## config.mk

```make
export PLATFORM = sky130hd
export DESIGN_NAME = pipe_hazard_scoreboard_flat
export DESIGN_NICKNAME = d
export VERILOG_FILES = /design/src/rtl/pipe_hazard_scoreboard_if.sv /design/src/rtl/pipe_hazard_scoreboard.sv /design/src/flat_wrapper.sv
export SDC_FILE = /design/constraint.sdc
export NUM_CORES = 1
export LEC_CHECK = 0
export ABC_AREA = 1
export BUFFER_PORTS_ARGS = -buffer_cell sky130_fd_sc_hd__clkbuf_2
export CELL_PAD_IN_SITES_DETAIL_PLACEMENT = 0
export CELL_PAD_IN_SITES_GLOBAL_PLACEMENT = 1
export CORE_ASPECT_RATIO = 0.8
export CORE_MARGIN = 5
export CORE_UTILIZATION = 40
export DETAILED_ROUTE_END_ITERATION = 8
export PLACE_DENSITY = 0.83
export SLEW_MARGIN = 15
export SYNTH_ARGS = -nofsm -noshare
export SYNTH_HDL_FRONTEND = slang
export SYNTH_SLANG_ARGS = --single-unit
```

## constraint.sdc

```tcl
create_clock -name clk -period 3 [get_ports clk]
set_input_delay 0.45 -clock clk [delete_from_list [all_inputs] [get_ports clk]]
set_output_delay 0.45 -clock clk [all_outputs]
set_load 0.02 [all_outputs]
```

## src/rtl/pipe_hazard_scoreboard_if.sv

```systemverilog
`default_nettype none
// ---------------------------------------------------------------------------
// Module  : pipe_hazard_scoreboard_if
// Brief   : Stage-info and hazard-control bundle between datapath and hazard unit
// Revision: 1.0 initial release
// ---------------------------------------------------------------------------
interface pipe_hazard_scoreboard_if #(
  parameter int NSRC  = 3,
  parameter int RW    = 4,
  parameter int CNT_W = 32
);
  logic                 valid_d;
  logic [NSRC*RW-1:0]   ra_d;
  logic [NSRC-1:0]      src_use_d;
  logic [RW-1:0]        rd_d;
  logic                 regwrite_d;
  logic                 long_d;
  logic                 pcsrc_d;
  logic [NSRC*RW-1:0]   ra_e;
  logic [RW-1:0]        rd_e;
  logic                 regwrite_e;
  logic                 memtoreg_e;
  logic                 pcsrc_e;
  logic                 branch_taken_e;
  logic [RW-1:0]        rd_m;
  logic                 regwrite_m;
  logic                 pcsrc_m;
  logic [RW-1:0]        rd_w;
  logic                 regwrite_w;
  logic                 pcsrc_w;
  logic [2*NSRC-1:0]    fwd_e;
  logic                 stall_f;
  logic                 stall_d;
  logic                 flush_d;
  logic                 flush_e;
  logic                 long_busy;
  logic [CNT_W-1:0]     stall_cnt;

  modport master (
    output valid_d, ra_d, src_use_d, rd_d, regwrite_d, long_d, pcsrc_d,
    output ra_e, rd_e, regwrite_e, memtoreg_e, pcsrc_e, branch_taken_e,
    output rd_m, regwrite_m, pcsrc_m, rd_w, regwrite_w, pcsrc_w,
    input  fwd_e, stall_f, stall_d, flush_d, flush_e, long_busy, stall_cnt
  );

  modport slave (
    input  valid_d, ra_d, src_use_d, rd_d, regwrite_d, long_d, pcsrc_d,
    input  ra_e, rd_e, regwrite_e, memtoreg_e, pcsrc_e, branch_taken_e,
    input  rd_m, regwrite_m, pcsrc_m, rd_w, regwrite_w, pcsrc_w,
    output fwd_e, stall_f, stall_d, flush_d, flush_e, long_busy, stall_cnt
  );
endinterface
`default_nettype wire

```

## src/rtl/pipe_hazard_scoreboard.sv

```systemverilog
`default_nettype none
// ---------------------------------------------------------------------------
// Module  : pipe_hazard_scoreboard
// Brief   : 5-stage hazard/forwarding unit with long-op scoreboard and stall counter
// Revision: 1.0 initial release
// ---------------------------------------------------------------------------
module pipe_hazard_scoreboard #(
  parameter int NSRC       = 3,
  parameter int RW         = 4,
  parameter int PC_REG     = 15,
  parameter int LONG_LAT   = 4,
  parameter int LONG_SLOTS = 2,
  parameter int CNT_W      = 32
) (
  input  wire logic                 clk,
  input  wire logic                 reset,
  pipe_hazard_scoreboard_if.slave   hz
);

  localparam int          CW   = $clog2(LONG_LAT + 1);
  localparam logic [RW-1:0] c_pc = RW'(PC_REG);

  logic [RW-1:0]         r_rd  [LONG_SLOTS];
  logic [CW-1:0]         r_cnt [LONG_SLOTS];
  logic [CNT_W-1:0]      r_stall_cnt;

  logic [2*NSRC-1:0]     w_fwd;
  logic                  w_ldstall;
  logic                  w_sbstall;
  logic                  w_any_free;
  logic                  w_all_busy;
  logic                  w_found;
  logic [LONG_SLOTS-1:0] w_sel;
  logic                  w_pcwpend;
  logic                  w_stall_d;
  logic                  w_flush_d;
  logic                  w_issue;

  function automatic logic hit_d(input logic [RW-1:0]      r,
                                 input logic [NSRC*RW-1:0] ra,
                                 input logic [NSRC-1:0]    use_v,
                                 input logic               v);
    logic h;
    h = 1'b0;
    for (int i = 0; i < NSRC; i++) begin
      if (use_v[i] && ra[i*RW +: RW] == r && r != c_pc) h = 1'b1;
    end
    return h & v;
  endfunction

  // M-stage result is the younger one, so it takes priority over W.
  always_comb begin
    w_fwd = '0;
    for (int i = 0; i < NSRC; i++) begin
      if (hz.regwrite_m && hz.rd_m == hz.ra_e[i*RW +: RW] && hz.ra_e[i*RW +: RW] != c_pc)
        w_fwd[2*i +: 2] = 2'b10;
      else if (hz.regwrite_w && hz.rd_w == hz.ra_e[i*RW +: RW] && hz.ra_e[i*RW +: RW] != c_pc)
        w_fwd[2*i +: 2] = 2'b01;
    end
  end

  assign w_ldstall = hz.memtoreg_e & hz.regwrite_e &
                     hit_d(hz.rd_e, hz.ra_d, hz.src_use_d, hz.valid_d);

  // A slot's result becomes readable once cnt drops to 1; the slot itself
  // frees only at cnt==0, one cycle later.
  always_comb begin
    w_sbstall  = 1'b0;
    w_any_free = 1'b0;
    w_all_busy = 1'b1;
    w_found    = 1'b0;
    w_sel      = '0;
    for (int s = 0; s < LONG_SLOTS; s++) begin
      if (r_cnt[s] > CW'(1)) begin
        if (hit_d(r_rd[s], hz.ra_d, hz.src_use_d, hz.valid_d) ||
            (hz.regwrite_d && hz.rd_d == r_rd[s] && r_rd[s] != c_pc))
          w_sbstall = 1'b1;
      end
      if (r_cnt[s] == '0) begin
        w_any_free = 1'b1;
        if (!w_found) begin
          w_sel[s] = 1'b1;
          w_found  = 1'b1;
        end
      end else begin
        w_all_busy = w_all_busy;
      end
      if (r_cnt[s] == '0) w_all_busy = 1'b0;
    end
    if (hz.long_d && !w_any_free) w_sbstall = 1'b1;
    w_sbstall = w_sbstall & hz.valid_d;
  end

  assign w_pcwpend = hz.pcsrc_d | hz.pcsrc_e | hz.pcsrc_m;
  assign w_stall_d = ~reset & (w_ldstall | w_sbstall);
  assign w_flush_d = reset | w_pcwpend | hz.pcsrc_w | hz.branch_taken_e;
  assign w_issue   = hz.valid_d & hz.long_d & ~w_stall_d & ~w_flush_d;

  always_ff @(posedge clk) begin
    if (reset) begin
      for (int s = 0; s < LONG_SLOTS; s++) begin
        r_rd[s]  <= '0;
        r_cnt[s] <= '0;
      end
    end else begin
      for (int s = 0; s < LONG_SLOTS; s++) begin
        if (w_issue && w_sel[s]) begin
          r_rd[s]  <= hz.rd_d;
          r_cnt[s] <= CW'(LONG_LAT);
        end else if (r_cnt[s] != '0) begin
          r_cnt[s] <= r_cnt[s] - CW'(1);
        end
      end
    end
  end

  always_ff @(posedge clk) begin
    if (reset)
      r_stall_cnt <= '0;
    else if (w_stall_d && !(&r_stall_cnt))
      r_stall_cnt <= r_stall_cnt + CNT_W'(1);
  end

  assign hz.fwd_e     = reset ? '0 : w_fwd;
  assign hz.stall_d   = w_stall_d;
  assign hz.stall_f   = ~reset & (w_ldstall | w_sbstall | w_pcwpend);
  assign hz.flush_e   = reset | w_ldstall | w_sbstall | hz.branch_taken_e;
  assign hz.flush_d   = w_flush_d;
  assign hz.long_busy = ~reset & w_all_busy;
  assign hz.stall_cnt = reset ? '0 : r_stall_cnt;

endmodule
`default_nettype wire

```

## src/flat_wrapper.sv

```systemverilog
// flat-port wrapper written by rule: the top's interface ports become plain ports
module pipe_hazard_scoreboard_flat 
#(
  parameter int NSRC       = 3,
  parameter int RW         = 4,
  parameter int PC_REG     = 15,
  parameter int LONG_LAT   = 4,
  parameter int LONG_SLOTS = 2,
  parameter int CNT_W      = 32
)
  (clk, reset, hz_valid_d, hz_ra_d, hz_src_use_d, hz_rd_d, hz_regwrite_d, hz_long_d, hz_pcsrc_d, hz_ra_e, hz_rd_e, hz_regwrite_e, hz_memtoreg_e, hz_pcsrc_e, hz_branch_taken_e, hz_rd_m, hz_regwrite_m, hz_pcsrc_m, hz_rd_w, hz_regwrite_w, hz_pcsrc_w, hz_fwd_e, hz_stall_f, hz_stall_d, hz_flush_d, hz_flush_e, hz_long_busy, hz_stall_cnt);
  pipe_hazard_scoreboard_if #(.NSRC(NSRC), .RW(RW), .CNT_W(CNT_W)) hz_i ();
  input  wire logic clk;
  input  wire logic reset;
  input wire logic [$bits(hz_i.valid_d)-1:0] hz_valid_d;
  input wire logic [$bits(hz_i.ra_d)-1:0] hz_ra_d;
  input wire logic [$bits(hz_i.src_use_d)-1:0] hz_src_use_d;
  input wire logic [$bits(hz_i.rd_d)-1:0] hz_rd_d;
  input wire logic [$bits(hz_i.regwrite_d)-1:0] hz_regwrite_d;
  input wire logic [$bits(hz_i.long_d)-1:0] hz_long_d;
  input wire logic [$bits(hz_i.pcsrc_d)-1:0] hz_pcsrc_d;
  input wire logic [$bits(hz_i.ra_e)-1:0] hz_ra_e;
  input wire logic [$bits(hz_i.rd_e)-1:0] hz_rd_e;
  input wire logic [$bits(hz_i.regwrite_e)-1:0] hz_regwrite_e;
  input wire logic [$bits(hz_i.memtoreg_e)-1:0] hz_memtoreg_e;
  input wire logic [$bits(hz_i.pcsrc_e)-1:0] hz_pcsrc_e;
  input wire logic [$bits(hz_i.branch_taken_e)-1:0] hz_branch_taken_e;
  input wire logic [$bits(hz_i.rd_m)-1:0] hz_rd_m;
  input wire logic [$bits(hz_i.regwrite_m)-1:0] hz_regwrite_m;
  input wire logic [$bits(hz_i.pcsrc_m)-1:0] hz_pcsrc_m;
  input wire logic [$bits(hz_i.rd_w)-1:0] hz_rd_w;
  input wire logic [$bits(hz_i.regwrite_w)-1:0] hz_regwrite_w;
  input wire logic [$bits(hz_i.pcsrc_w)-1:0] hz_pcsrc_w;
  output wire logic [$bits(hz_i.fwd_e)-1:0] hz_fwd_e;
  output wire logic [$bits(hz_i.stall_f)-1:0] hz_stall_f;
  output wire logic [$bits(hz_i.stall_d)-1:0] hz_stall_d;
  output wire logic [$bits(hz_i.flush_d)-1:0] hz_flush_d;
  output wire logic [$bits(hz_i.flush_e)-1:0] hz_flush_e;
  output wire logic [$bits(hz_i.long_busy)-1:0] hz_long_busy;
  output wire logic [$bits(hz_i.stall_cnt)-1:0] hz_stall_cnt;
  assign hz_i.valid_d = hz_valid_d;
  assign hz_i.ra_d = hz_ra_d;
  assign hz_i.src_use_d = hz_src_use_d;
  assign hz_i.rd_d = hz_rd_d;
  assign hz_i.regwrite_d = hz_regwrite_d;
  assign hz_i.long_d = hz_long_d;
  assign hz_i.pcsrc_d = hz_pcsrc_d;
  assign hz_i.ra_e = hz_ra_e;
  assign hz_i.rd_e = hz_rd_e;
  assign hz_i.regwrite_e = hz_regwrite_e;
  assign hz_i.memtoreg_e = hz_memtoreg_e;
  assign hz_i.pcsrc_e = hz_pcsrc_e;
  assign hz_i.branch_taken_e = hz_branch_taken_e;
  assign hz_i.rd_m = hz_rd_m;
  assign hz_i.regwrite_m = hz_regwrite_m;
  assign hz_i.pcsrc_m = hz_pcsrc_m;
  assign hz_i.rd_w = hz_rd_w;
  assign hz_i.regwrite_w = hz_regwrite_w;
  assign hz_i.pcsrc_w = hz_pcsrc_w;
  assign hz_fwd_e = hz_i.fwd_e;
  assign hz_stall_f = hz_i.stall_f;
  assign hz_stall_d = hz_i.stall_d;
  assign hz_flush_d = hz_i.flush_d;
  assign hz_flush_e = hz_i.flush_e;
  assign hz_long_busy = hz_i.long_busy;
  assign hz_stall_cnt = hz_i.stall_cnt;
  pipe_hazard_scoreboard #(.NSRC(NSRC), .RW(RW), .PC_REG(PC_REG), .LONG_LAT(LONG_LAT), .LONG_SLOTS(LONG_SLOTS), .CNT_W(CNT_W)) u_core (.clk(clk), .reset(reset), .hz(hz_i));
endmodule
```

=== After elaboration in Yosys (flattened, before gate mapping) ===
Memory sizes are Yosys's and may differ from the RTL's.
Cells that the tools add are included.

* Add/subtract/negate cells: 3
* Order comparisons: 2
* Equal/unequal tests: 23
* Mux-type cells: 52
* Bitwise gates (word level): 31
* Reductions and logical operators: 47

{| class="wikitable"
|+ Operators by type and width
! kind !! number
|-
| == test 4 bit || 17
|-
| two-way mux 1 bit || 41
|-
| logical AND 1 bit || 38
|-
| adder 32 x 1 -> 32 bit (second input constant) || 1
|-
| two-way mux 32 bit || 1
|-
| AND reduction 32 bit || 1
|-
| inequality test 4 bit (second input constant) || 6
|-
| OR 1 bit || 16
|-
| bitwise AND 1 bit || 12
|-
| two-way mux 3 bit || 4
|-
| two-way mux 4 bit || 2
|-
| greater-than comparator 3 x 1 -> 1 bit (second input constant) || 2
|-
| zero test 3 bit || 2
|-
| two-way mux 2 bit || 3
|-
| two-way mux 6 bit || 1
|-
| nonzero test 3 bit || 2
|-
| subtractor 3 x 1 -> 3 bit (second input constant) || 2
|-
| NOT 1 bit || 3
|-
| zero test 1 bit || 2
|-
| logical OR 1 bit || 2
|}

* Bits in registers: 32
* Memory bits (writable): 14
* Input bits: 57
* Output and inout bits: 43
* Word-level logic and storage cells: 161
* Memories: 2

{| class="wikitable"
|+ Memories
! memory !! words !! width !! rd ports !! clocked after Yosys merged registers in !! write ports !! line !! RTL
|-
| u_core.r_rd || 2 || 4 || 2 || 0 || 2 || pipe_hazard_scoreboard.sv:23 || <nowiki>logic [RW-1:0] r_rd [LONG_SLOTS];</nowiki>
|-
| u_core.r_cnt || 2 || 3 || 2 || 0 || 2 || pipe_hazard_scoreboard.sv:24 || <nowiki>logic [CW-1:0] r_cnt [LONG_SLOTS];</nowiki>
|}

=== Longest topological paths before layout ===
Gate-level depths: netlist (run 1).
An unclocked memory read counts as a cell.

* Depth in word-level cells: 27
* Gate-level depth with buffers: 15
* Depth with buffers taken out: 15

=== Worst setup path after synthesis (run 1) ===
Ideal clock, no wire load.

* Path type: input to output
* Start point: in reset
* End point: out hz_fwd_e[0]
* Arrival: 1735 ps
* Data required time: 2550 ps
* Setup slack: 815 ps
* Stages on the path: 6
* Buffers on the path: 1
* Cells stage by stage: clkbuf_1 > inv_2 > nand2_1 > inv_1 > o21ai_0 > nor4b_1

* Longest elaborated chain between the ends: 1

{| class="wikitable"
|+ RTL lines
! element !! line !! RTL
|-
| start, declared || flat_wrapper.sv:14 || <nowiki>input wire logic reset;</nowiki>
|-
| two-way mux 6 bit || pipe_hazard_scoreboard.sv:124 || <nowiki>assign hz.fwd_e = reset ? '0 : w_fwd;</nowiki>
|-
| end, declared || flat_wrapper.sv:34 || <nowiki>output wire logic [$bits(hz_i.fwd_e)-1:0] hz_fwd_e;</nowiki>
|}

No other way between the ends.

==> out/metrics.csv, run 1 <==
stage,metric,value,unit
synthesis,post_synth_inst_count,689,
setup_path,reg2reg_setup_slack,0.79,ns
place,dp_hpwl,10330,microns
final_layout,ff_latch_area,0.001061,sq mm
clock_network,h-tree-depth,2,
routing,route.vias.total,4706,
setup_path,path_class,flip-flop to output port,
floorplan,core_outline_area,0.01028,sq mm
final_layout,final.fill_count,1098,
setup_path,timing.critical_path.from_type,flip-flop,
setup_path,cp_data_required_time,2.55,ns
floorplan,die-height,101.8,microns
floorplan,start_util,0.4094,
clock_network,cts-root-buf,clkbuf_16,
synthesis,synth.cell_area,0.004209,sq mm
place,placed_cells_incl_taps,909,
clock_network,cts_tree,yes,
final_layout,area_delta_synth_final,17.45,%
setup_path,cpMostUsedCell,nand2_1,
sta,fin_tns_setup,0,ns
clock_network,worstSkewPairLatency,0.29,ns
final_layout,multiInputGateArea,0.002631,sq mm
final_layout,n_antenna_cell,0,
synthesis,synth.largest_area_cell,nand2_1,
synthesis,synth_top_area_share,0.1561,
pwr,irDropWorstVdd,0.2408,mV
global_routing,grt_pass1_vias,4277,
clock_network,numCtsBuffers,5,
global_routing,grt_max_degree,68,
global_routing,globalRouteOverflowTotal,0,
clock_network,clock_sinks,46,
global_routing,grt_util_all_layers,0.2009,
pwr,p_leak,2.265,nW
clock_network,postCtsResizedCells,0,
sta,slew_violations,0,
job,maxCapViolations,0,
sta,grt_setup_unrepaired,false,
synthesis,ys.warnings.count,0,
floorplan,dieArea,0.01269,sq mm
routing,first_iter_violations,430,
final_layout,post_route_cells_drive_above_1_share,0.1727,
setup_path,path_cells,inv_1 -> nand2_1 -> nand2_1 -> nor2_1 -> nand3_1 -> nand2_1 -> o21ai_2 -> nand2_2 -> nor2_2 -> nor2_4 -> or3_1 -> clkbuf_2,
synthesis,synth.yosys.seq_area_share,0.2521,
synthesis,yosys.cell_types.count,38,
sta,fin_skew,0.007317,ns
setup_path,crit_path_max_incr_delay,0.51,ns
sta,min_period,2.617,ns
clock_network,cts-hold-fix-buffers,0,
global_routing,antenna_found_initial,0,
sta,tightestPinTransition,0.6528,ns
sta,post-route-period-util,0.8722,
clock_network,cts-root-to-sink-buffers,2,
floorplan,chipWidth,124.7,microns
setup_path,worst_path_buf_inv,2,
routing,drt_first_pass_iters,5,
routing,routed_wl,13020,microns
global_routing,grt_first_pass_wirelength,21130,microns
routing,post_route_drc_violation_count,0,
routing,post_drt_wl_per_cell,14.21,microns
synthesis,synthesis.nets,753,
pwr,pwr_density_cell,398.2,mW/mm^2
place,io_buffer_count,99,
routing,vias_per_cell,5.138,
synthesis,post_synth_main_area_contributors,"nand2_1, dfxtp_1, edfxtp_1, nor2_1, inv_1",
setup_path,cp_data_arrival_time,2.17,ns
sta,max_clock_freq,382.2,MHz
final_layout,nNetsFinal,840,
setup_path,critPathTopFamily,simple AND/OR/NAND/NOR gates,
sta,worst_slew_margin_rel,0.5648,
floorplan,io-pin-count,100,
sta,timing_hold_violations_final,0,
setup_path,cpMaxStageDelayCell,edfxtp_1,
routing,postRouteAntennaNets,0,
clock_network,cts.repair_timing.setup_buffer_count,0,
synthesis,postSynthRegisterBits,46,
synthesis,mean_syn_cell_area,6.109,sq um
run_status,status,finished clean,
final_layout,final_cells,916,
setup_path,worstPathMaxFanout,6,
place,globalplace.congestion,0.9288,
clock_network,path_clk_slew,0.06,ns
min_path,worst_hold_path_type,flip-flop to flip-flop,
setup_path,timing.critical_path.to_type,output port,
floorplan,rows,33,
sta,setup_viol_count_final,0,
-- cell usage after synthesis --
cell type and count:
nor4_1 9, buf_6 3, a2111oi_0 1, o22ai_1 2
nand3_2 1, a21oi_1 38, nor4b_1 1, nand4_1 42
o211ai_1 2, or3_1 1, edfxtp_1 14, buf_2 8
o21ai_0 9, nor3_1 23, a41oi_1 1, nor2_1 111
buf_4 3, nand3_1 21, clkbuf_1 9, o21ai_1 4
nor2_2 3, nor3_2 4, nand2_2 4, inv_1 95
o2111ai_1 4, dfxtp_1 32, nor2_4 1, xor2_1 36
inv_2 8, a2111o_1 1, a221oi_1 1, ha_1 7
o21ai_2 1, xnor2_1 11, nand4_4 1, or2_2 1
nand2_1 175, nor3b_1 1
-- cells in the final DEF (no fill, tap or decap), drive strengths merged, types with 4 or more instances in the layout --
cell type,Yosys,layout
o21ai,14,14
nor3,27,27
nand3,22,22
dfxtp,32,32
xor2,36,36
nand2,179,179
clkbuf,9,106
nor4,9,9
nand4,43,43
o2111ai,4,4
a21oi,38,38
edfxtp,14,14
xnor2,11,11
nor2,115,115
inv,103,103
ha,7,7
buf,14,4
-- worst min-delay path: cells and delay by family (launching register included) --
family          cells  cell delay [ns]
compound gates      1             0.05
flops               1             0.32
simple gates        1             0.06
-- metal layers --
layer / vias up / part of all wire / GRT usage
met5: - / 0 / 0
met4: 0 / 0.0065 / 0.02780
met3: 9 / 0.077 / 0.04533
met2: 185 / 0.41 / 0.3065
met1: 2124 / 0.50 / 0.2970
li1: 2388 / - / -
-- path summary, 6_finish.rpt --
| check | from | to | depth (start not counted) |
|---|---|---|---|
| min | u_core.r_stall_cnt[8]$_SDFFE_PP0P_ | u_core.r_stall_cnt[8]$_SDFFE_PP0P_ | 2 |
| max reg2reg | u_core.r_cnt[1][0]$_SDFFCE_PN0P_ | u_core.r_rd[0][3]$_DFFE_PP_ | 12 |
| max | u_core.r_rd[0][7]$_DFFE_PP_ | hz_flush_e | 12 |
| min reg2reg | u_core.r_stall_cnt[8]$_SDFFE_PP0P_ | u_core.r_stall_cnt[8]$_SDFFE_PP0P_ | 2 |
-- power by group --
group | total, W | leakage (nW) | switching [W] | internal, W
registers | 0.000741 | 0.407 | 0.0000360 | 0.000705
logic | 0.000621 | 1.78 | 0.000418 | 0.000203
clock network | 0.000606 | 0.0811 | 0.000229 | 0.000378
-- registers in the layout, indices dropped and copies added, names as in the netlist --
name / cells
u_core.r_cnt: 6
u_core.r_rd: 8
u_core.r_stall_cnt: 32
-- cell type report --
| cell class | instances | area share |
|---|---|---|
| Clock buffer | 7 | 0.03316 |
| Inverter | 103 | 0.07821 |
| Multi-Input combinational cell | 517 | 0.5323 |
| Sequential cell | 46 | 0.2146 |
| Tap cell | 140 | 0.03543 |
| Timing Repair Buffer | 103 | 0.1063 |
-- cell families after synthesis --
family / synth area share
fa+ha+maj: 0.02081
xor+xnor: 0.09780
flops: 0.2521
buf+inv: 0.1228
compound gates: 0.08650
simple gates: 0.4200
-- metrics by stage --
stage,setup slack [ns],hold slack (ns),total power [W],util,area [sq um]
after floorplan,0.8153,0.4561,0.001206,-,4209
after global placement,0.6306,0.4658,0.001368,0.4649,4780
after CTS,0.3518,0.4847,0.001994,0.4808,4943
final,0.3833,0.4870,0.001968,0.4808,4943
after global routing,0.1736,0.5051,0.002112,0.4808,4943
after detailed placement,0.6485,0.4735,0.001379,0.4649,4780
Note: power is estimated with default switching activity, not from simulation.
==> inputs of run 2 (changes only) <==
Settings changed: BUFFER_PORTS_ARGS -buffer_cell sky130_fd_sc_hd__clkbuf_2 to -buffer_cell sky130_fd_sc_hd__buf_2.
==> run 2 against run 1 <==
Against the previous run:
- flip-flop and latch count is the same
- worst setup slack lost 0.035 ns
- first-iteration DRC count shrank 0.93%
- register-to-register slack lost 0.09 ns
- non-clock buffer count grew 1
==> out/metrics.csv, run 2 (synthesis gave the netlist of run 1 again) <==
stage,metric,value,unit
run_status,status,finished clean,
sta,post-route-period-util,0.8839,
floorplan,rows,33,
pwr,irDropWorstVdd,0.2298,mV
sta,max_clock_freq,377.1,MHz
setup_path,path_class,flip-flop to output port,
setup_path,worstPathMaxFanout,6,
global_routing,grt_util_all_layers,0.2080,
pwr,pwr_density_cell,393.9,mW/mm^2
place,dp_hpwl,10540,microns
final_layout,post_route_cells_drive_above_1_share,0.1735,
clock_network,clock_sinks,46,
routing,route.vias.total,4750,
final_layout,multiInputGateArea,0.002631,sq mm
final_layout,largestRegisters,"u_core.r_stall_cnt x32, u_core.r_rd x8, u_core.r_cnt x6",
final_layout,finish.utilization,0.4800,
final_layout,final_cells,918,
routing,post_drt_wl_per_cell,14.59,microns
clock_network,postCtsResizedCells,0,
routing,vias_per_cell,5.174,
final_layout,final_cell_mix,"nand2_1, nor2_1, buf_2, inv_1, nand4_1",
floorplan,chipWidth,124.7,microns
min_path,worst_hold_path_type,flip-flop to flip-flop,
sta,hold_ws,0.4833,ns
final_layout,ff_latch_area,0.001061,sq mm
setup_path,timing.critical_path.to_type,output port,
sta,tightestPinTransition,0.5606,ns
setup_path,timing.critical_path.from_type,flip-flop,
floorplan,dieArea,0.01269,sq mm
floorplan,io-pin-count,100,
clock_network,numCtsBuffers,5,
final_layout,nNetsFinal,841,
clock_network,cts-root-to-sink-buffers,2,
pwr,p_leak,2.285,nW
sta,slew_violations,0,
sta,setup_viol_count_final,0,
clock_network,cts-root-buf,clkbuf_16,
final_layout,largest_register_ff_count,32,
final_layout,largest-register,u_core.r_stall_cnt,
global_routing,grt_first_pass_wirelength,21760,microns
routing,post_route_drc_violation_count,0,
sta,fin_tns_setup,0,ns
final_layout,n_antenna_cell,0,
final_layout,area_delta_synth_final,17.24,%
setup_path,cp_data_arrival_time,2.20,ns
routing,drt_first_pass_iters,5,
sta,min_period,2.652,ns
final_layout,final.fill_count,1127,
final_layout,layout_commonest_cell,nand2_1,
routing,first_iter_violations,426,
sta,grt_setup_unrepaired,false,
global_routing,antenna_found_initial,0,
clock_network,cts.repair_timing.setup_buffer_count,0,
place,io_buffer_count,99,
job,maxCapViolations,0,
global_routing,grt_max_degree,37,
sta,timing_hold_violations_final,0,
routing,postRouteAntennaNets,0,
clock_network,path_clk_slew,0.06,ns
global_routing,globalRouteOverflowTotal,0,
floorplan,start_util,0.4094,
floorplan,core_outline_area,0.01028,sq mm
place,placed_cells_incl_taps,910,
clock_network,h-tree-depth,2,
global_routing,grt_pass1_vias,4414,
setup_path,cp_data_required_time,2.55,ns
place,globalplace.congestion,0.9263,
sta,fin_skew,0.007098,ns
clock_network,cts-hold-fix-buffers,0,
sta,worst_slew_margin_rel,0.6256,
clock_network,cts_tree,yes,
clock_network,worstSkewPairLatency,0.29,ns
floorplan,die-height,101.8,microns
routing,routed_wl,13390,microns
## run 2: cell types whose count changed in the layout (fill, tap and decap cells not counted)
cell and delta:
clkinv_2 +1, buf_4 +1, clkbuf_1 +1, clkbuf_2 -99, clkbuf_16 -1, buf_2 +99
## run 2: final cells by class
| cell class | instances | share of cell area |
|---|---|---|
| inverter | 103 | 0.07835 |
| sequential | 46 | 0.2150 |
| tap | 140 | 0.03550 |
| clock buffer | 7 | 0.02890 |
| clock inverter | 1 | 0.001014 |
| timing repair buffer | 104 | 0.1080 |
| multi-input combinational | 517 | 0.5332 |
## run 2: final timing paths
path / startpoint / to / slack, ns / cells after the start
worst max-delay path: u_core.r_rd[0][7]$_DFFE_PP_ / hz_flush_e / 0.35 / 12
worst min-delay path: u_core.r_stall_cnt[8]$_SDFFE_PP0P_ / u_core.r_stall_cnt[8]$_SDFFE_PP0P_ / 0.48 / 2
worst max register to register: u_core.r_cnt[1][0]$_SDFFCE_PN0P_ / u_core.r_rd[0][5]$_DFFE_PP_ / 0.70 / 12
worst min register to register: u_core.r_stall_cnt[8]$_SDFFE_PP0P_ / u_core.r_stall_cnt[8]$_SDFFE_PP0P_ / 0.48 / 2
## run 2: layer usage
layer	share of wire	vias to the layer above	global-route usage
met5	0	-	0
met4	0.0051	0	0.02527
met3	0.080	9	0.04902
met2	0.42	190	0.3177
met1	0.49	2154	0.3074
li1	-	2397	-
## run 2: worst max-delay path, cell delays in order (launching register included)
cell and delay, ns:
edfxtp_1 0.52, inv_1 0.15, nand2_1 0.06, nand2_1 0.06, nor2_1 0.04, nand3_1 0.08, nand2_1 0.07, o21ai_2 0.20
nand2_2 0.07, nor2_2 0.15, nor2_4 0.06, or3_1 0.30, buf_2 0.16
## run 2: power by group
part           total (W)  switching (W)  internal, W  leakage, nW
combinational   0.000640       0.000434     0.000206         1.80
clock           0.000561       0.000230     0.000331       0.0739
sequential      0.000743      0.0000385     0.000705        0.407
total            0.00194       0.000702      0.00124         2.28
## run 2: metrics by stage
stage,total power [W],cell area (sq um),worst slack (ns)
global placement,0.001371,4787,0.6445
finish,0.001944,4935,0.3483
detailed placement,0.001394,4787,0.5738
CTS,0.001958,4935,0.3417
floorplan,0.001206,4209,0.8153
global route,0.002080,4935,0.1250
==> inputs of run 3 (changes only) <==
Settings changed: CELL_PAD_IN_SITES_DETAIL_PLACEMENT 0 to 1.
==> run 3 against run 2 <==
Against the previous run:
- sequential power increased by 0.5%
- critical endpoint is now hz_stall_f
- first-iteration DRC count decreased by 14%
- critical path depth decreased by 2
- via count increased by 2.1%
- flip-flop and latch count unchanged
- critical path type unchanged
==> out/metrics.csv, run 3 (synthesis gave the netlist of run 1 again) <==
stage,metric,value,unit
global_routing,grt_util_all_layers,0.2343,
final_layout,largest-register,u_core.r_stall_cnt,
floorplan,dieArea,0.01269,sq mm
routing,post_drt_wl_per_cell,16.29,microns
routing,post_route_drc_violation_count,0,
pwr,irDropWorstVdd,0.2133,mV
floorplan,start_util,0.4094,
floorplan,die-height,101.8,microns
min_path,worst_hold_path_type,flip-flop to flip-flop,
clock_network,path_clk_slew,0.06,ns
sta,max_clock_freq,364.8,MHz
pwr,share_comb_of_total_power,0.333,
clock_network,cts.repair_timing.setup_buffer_count,0,
clock_network,cts-hold-fix-buffers,0,
pwr,power.clock.fraction,0.289,
global_routing,antenna_found_initial,0,
clock_network,worstSkewPairLatency,0.29,ns
routing,vias_per_cell,5.285,
pwr,pwr_density_cell,400.4,mW/mm^2
final_layout,post_route_cells_drive_above_1_share,0.1735,
clock_network,cts-root-to-sink-buffers,2,
routing,drt_first_pass_iters,4,
floorplan,core_outline_area,0.01028,sq mm
routing,postRouteAntennaNets,0,
final_layout,layout_commonest_cell,nand2_1,
pwr,switchingPower,0.0007313,W
final_layout,area_delta_synth_final,17.24,%
place,io_buffer_count,99,
pwr,share_seq_of_total_power,0.378,
routing,routed_wl,14950,microns
sta,worst_slew_margin_rel,0.6191,
clock_network,clock_sinks,46,
final_layout,final_cell_mix,"nand2_1, nor2_1, buf_2, inv_1, nand4_1",
clock_network,cts_tree,yes,
sta,fin_tns_setup,0,ns
clock_network,postCtsResizedCells,0,
pwr,power_switching_share,0.3702,
setup_path,timing.critical_path.from_type,flip-flop,
job,maxCapViolations,0,
setup_path,cp_data_arrival_time,2.29,ns
sta,post-route-period-util,0.9136,
sta,min_period,2.741,ns
sta,fin_skew,0.005093,ns
floorplan,chipWidth,124.7,microns
setup_path,path_class,flip-flop to output port,
run_status,status,finished clean,
sta,grt_setup_unrepaired,false,
setup_path,worstPathMaxFanout,4,
setup_path,timing.critical_path.to_type,output port,
clock_network,numCtsBuffers,5,
sta,tightestPinTransition,0.5702,ns
global_routing,grt_pass1_vias,4910,
sta,slew_violations,0,
global_routing,grt_max_degree,37,
final_layout,finish.utilization,0.4800,
place,globalplace.congestion,0.9263,
final_layout,n_antenna_cell,0,
place,dp_hpwl,12060,microns
final_layout,largestRegisters,"u_core.r_stall_cnt x32, u_core.r_rd x8, u_core.r_cnt x6",
clock_network,cts-root-buf,clkbuf_16,
global_routing,globalRouteOverflowTotal,0,
routing,first_iter_violations,365,
floorplan,io-pin-count,100,
sta,timing_hold_violations_final,0,
floorplan,rows,33,
global_routing,grt_first_pass_wirelength,24450,microns
routing,route.vias.total,4852,
sta,setup_viol_count_final,0,
clock_network,h-tree-depth,2,
final_layout,nNetsFinal,841,
pwr,power.internal,0.001244,W
pwr,p_leak,2.285,nW
setup_path,cp_data_required_time,2.55,ns
final_layout,largest_register_ff_count,32,
[run 3: cell counts in the layout (fill, tap and decap cells not counted)]
No cell type changed its count.
[run 3: cell type report]
type	instances	area [sq um]
fill	1454	5346
inverter	103	386.6
clock buffer	7	142.6
clock inverter	1	5.005
tap	140	175.2
sequential	46	1061
multi-input combinational	517	2631
timing repair buffer	104	533.0
[run 3: worst max-delay path, cell delays in order (launching register included)]
cell,delay [ns]
edfxtp_1,0.40
inv_1,0.10
ha_1,0.22
nand2_1,0.11
inv_1,0.10
nor3_1,0.33
a21oi_1,0.09
nand3_2,0.13
nand3_1,0.14
o21ai_0,0.17
buf_2,0.22
[run 3: power by group through the flow]
| stage | clock, W | sequential (W) | combinational (W) |
|---|---|---|---|
| after global placement | 0 | 0.000753 | 0.000618 |
| after detailed placement | 0 | 0.000761 | 0.000663 |
| after floorplan | 0 | 0.000744 | 0.000462 |
| final | 0.000572 | 0.000747 | 0.000657 |
| after CTS | 0.000581 | 0.000747 | 0.000667 |
| after global routing | 0.000612 | 0.000752 | 0.000739 |
[run 3: metal layers]
layer  track usage  share of wire  up-vias
met5             0              0        -
met1        0.3216           0.47     2285
li1              -              -     2388
met3       0.04955          0.069       19
met2        0.3866           0.45      160
met4       0.04381          0.013        0
[run 3: worst paths after layout]
kind	start	to	slack, ns	cells after the start
max	u_core.r_cnt[1][0]$_SDFFCE_PN0P_	hz_stall_f	0.26	10
min	u_core.r_stall_cnt[3]$_SDFFE_PP0P_	u_core.r_stall_cnt[3]$_SDFFE_PP0P_	0.49	2
max reg2reg	u_core.r_cnt[1][0]$_SDFFCE_PN0P_	u_core.r_rd[0][5]$_DFFE_PP_	0.59	12
min reg2reg	u_core.r_stall_cnt[3]$_SDFFE_PP0P_	u_core.r_stall_cnt[3]$_SDFFE_PP0P_	0.49	2
[run 3: per-stage QoR]
step / setup slack (ns) / hold slack [ns] / cells / instance area (sq um) / total power (W)
2_1_floorplan: 0.8153 / 0.4561 / 689 / 4209 / 0.001206
3_3_place_gp: 0.6445 / 0.4681 / 910 / 4787 / 0.001371
3_5_place_dp: 0.5677 / 0.4751 / 910 / 4787 / 0.001424
4_1_cts: 0.2515 / 0.4867 / 918 / 4935 / 0.001995
5_1_grt: 0.1226 / 0.5051 / 918 / 4935 / 0.002102
6_report: 0.2591 / 0.4851 / 918 / 4935 / 0.001976
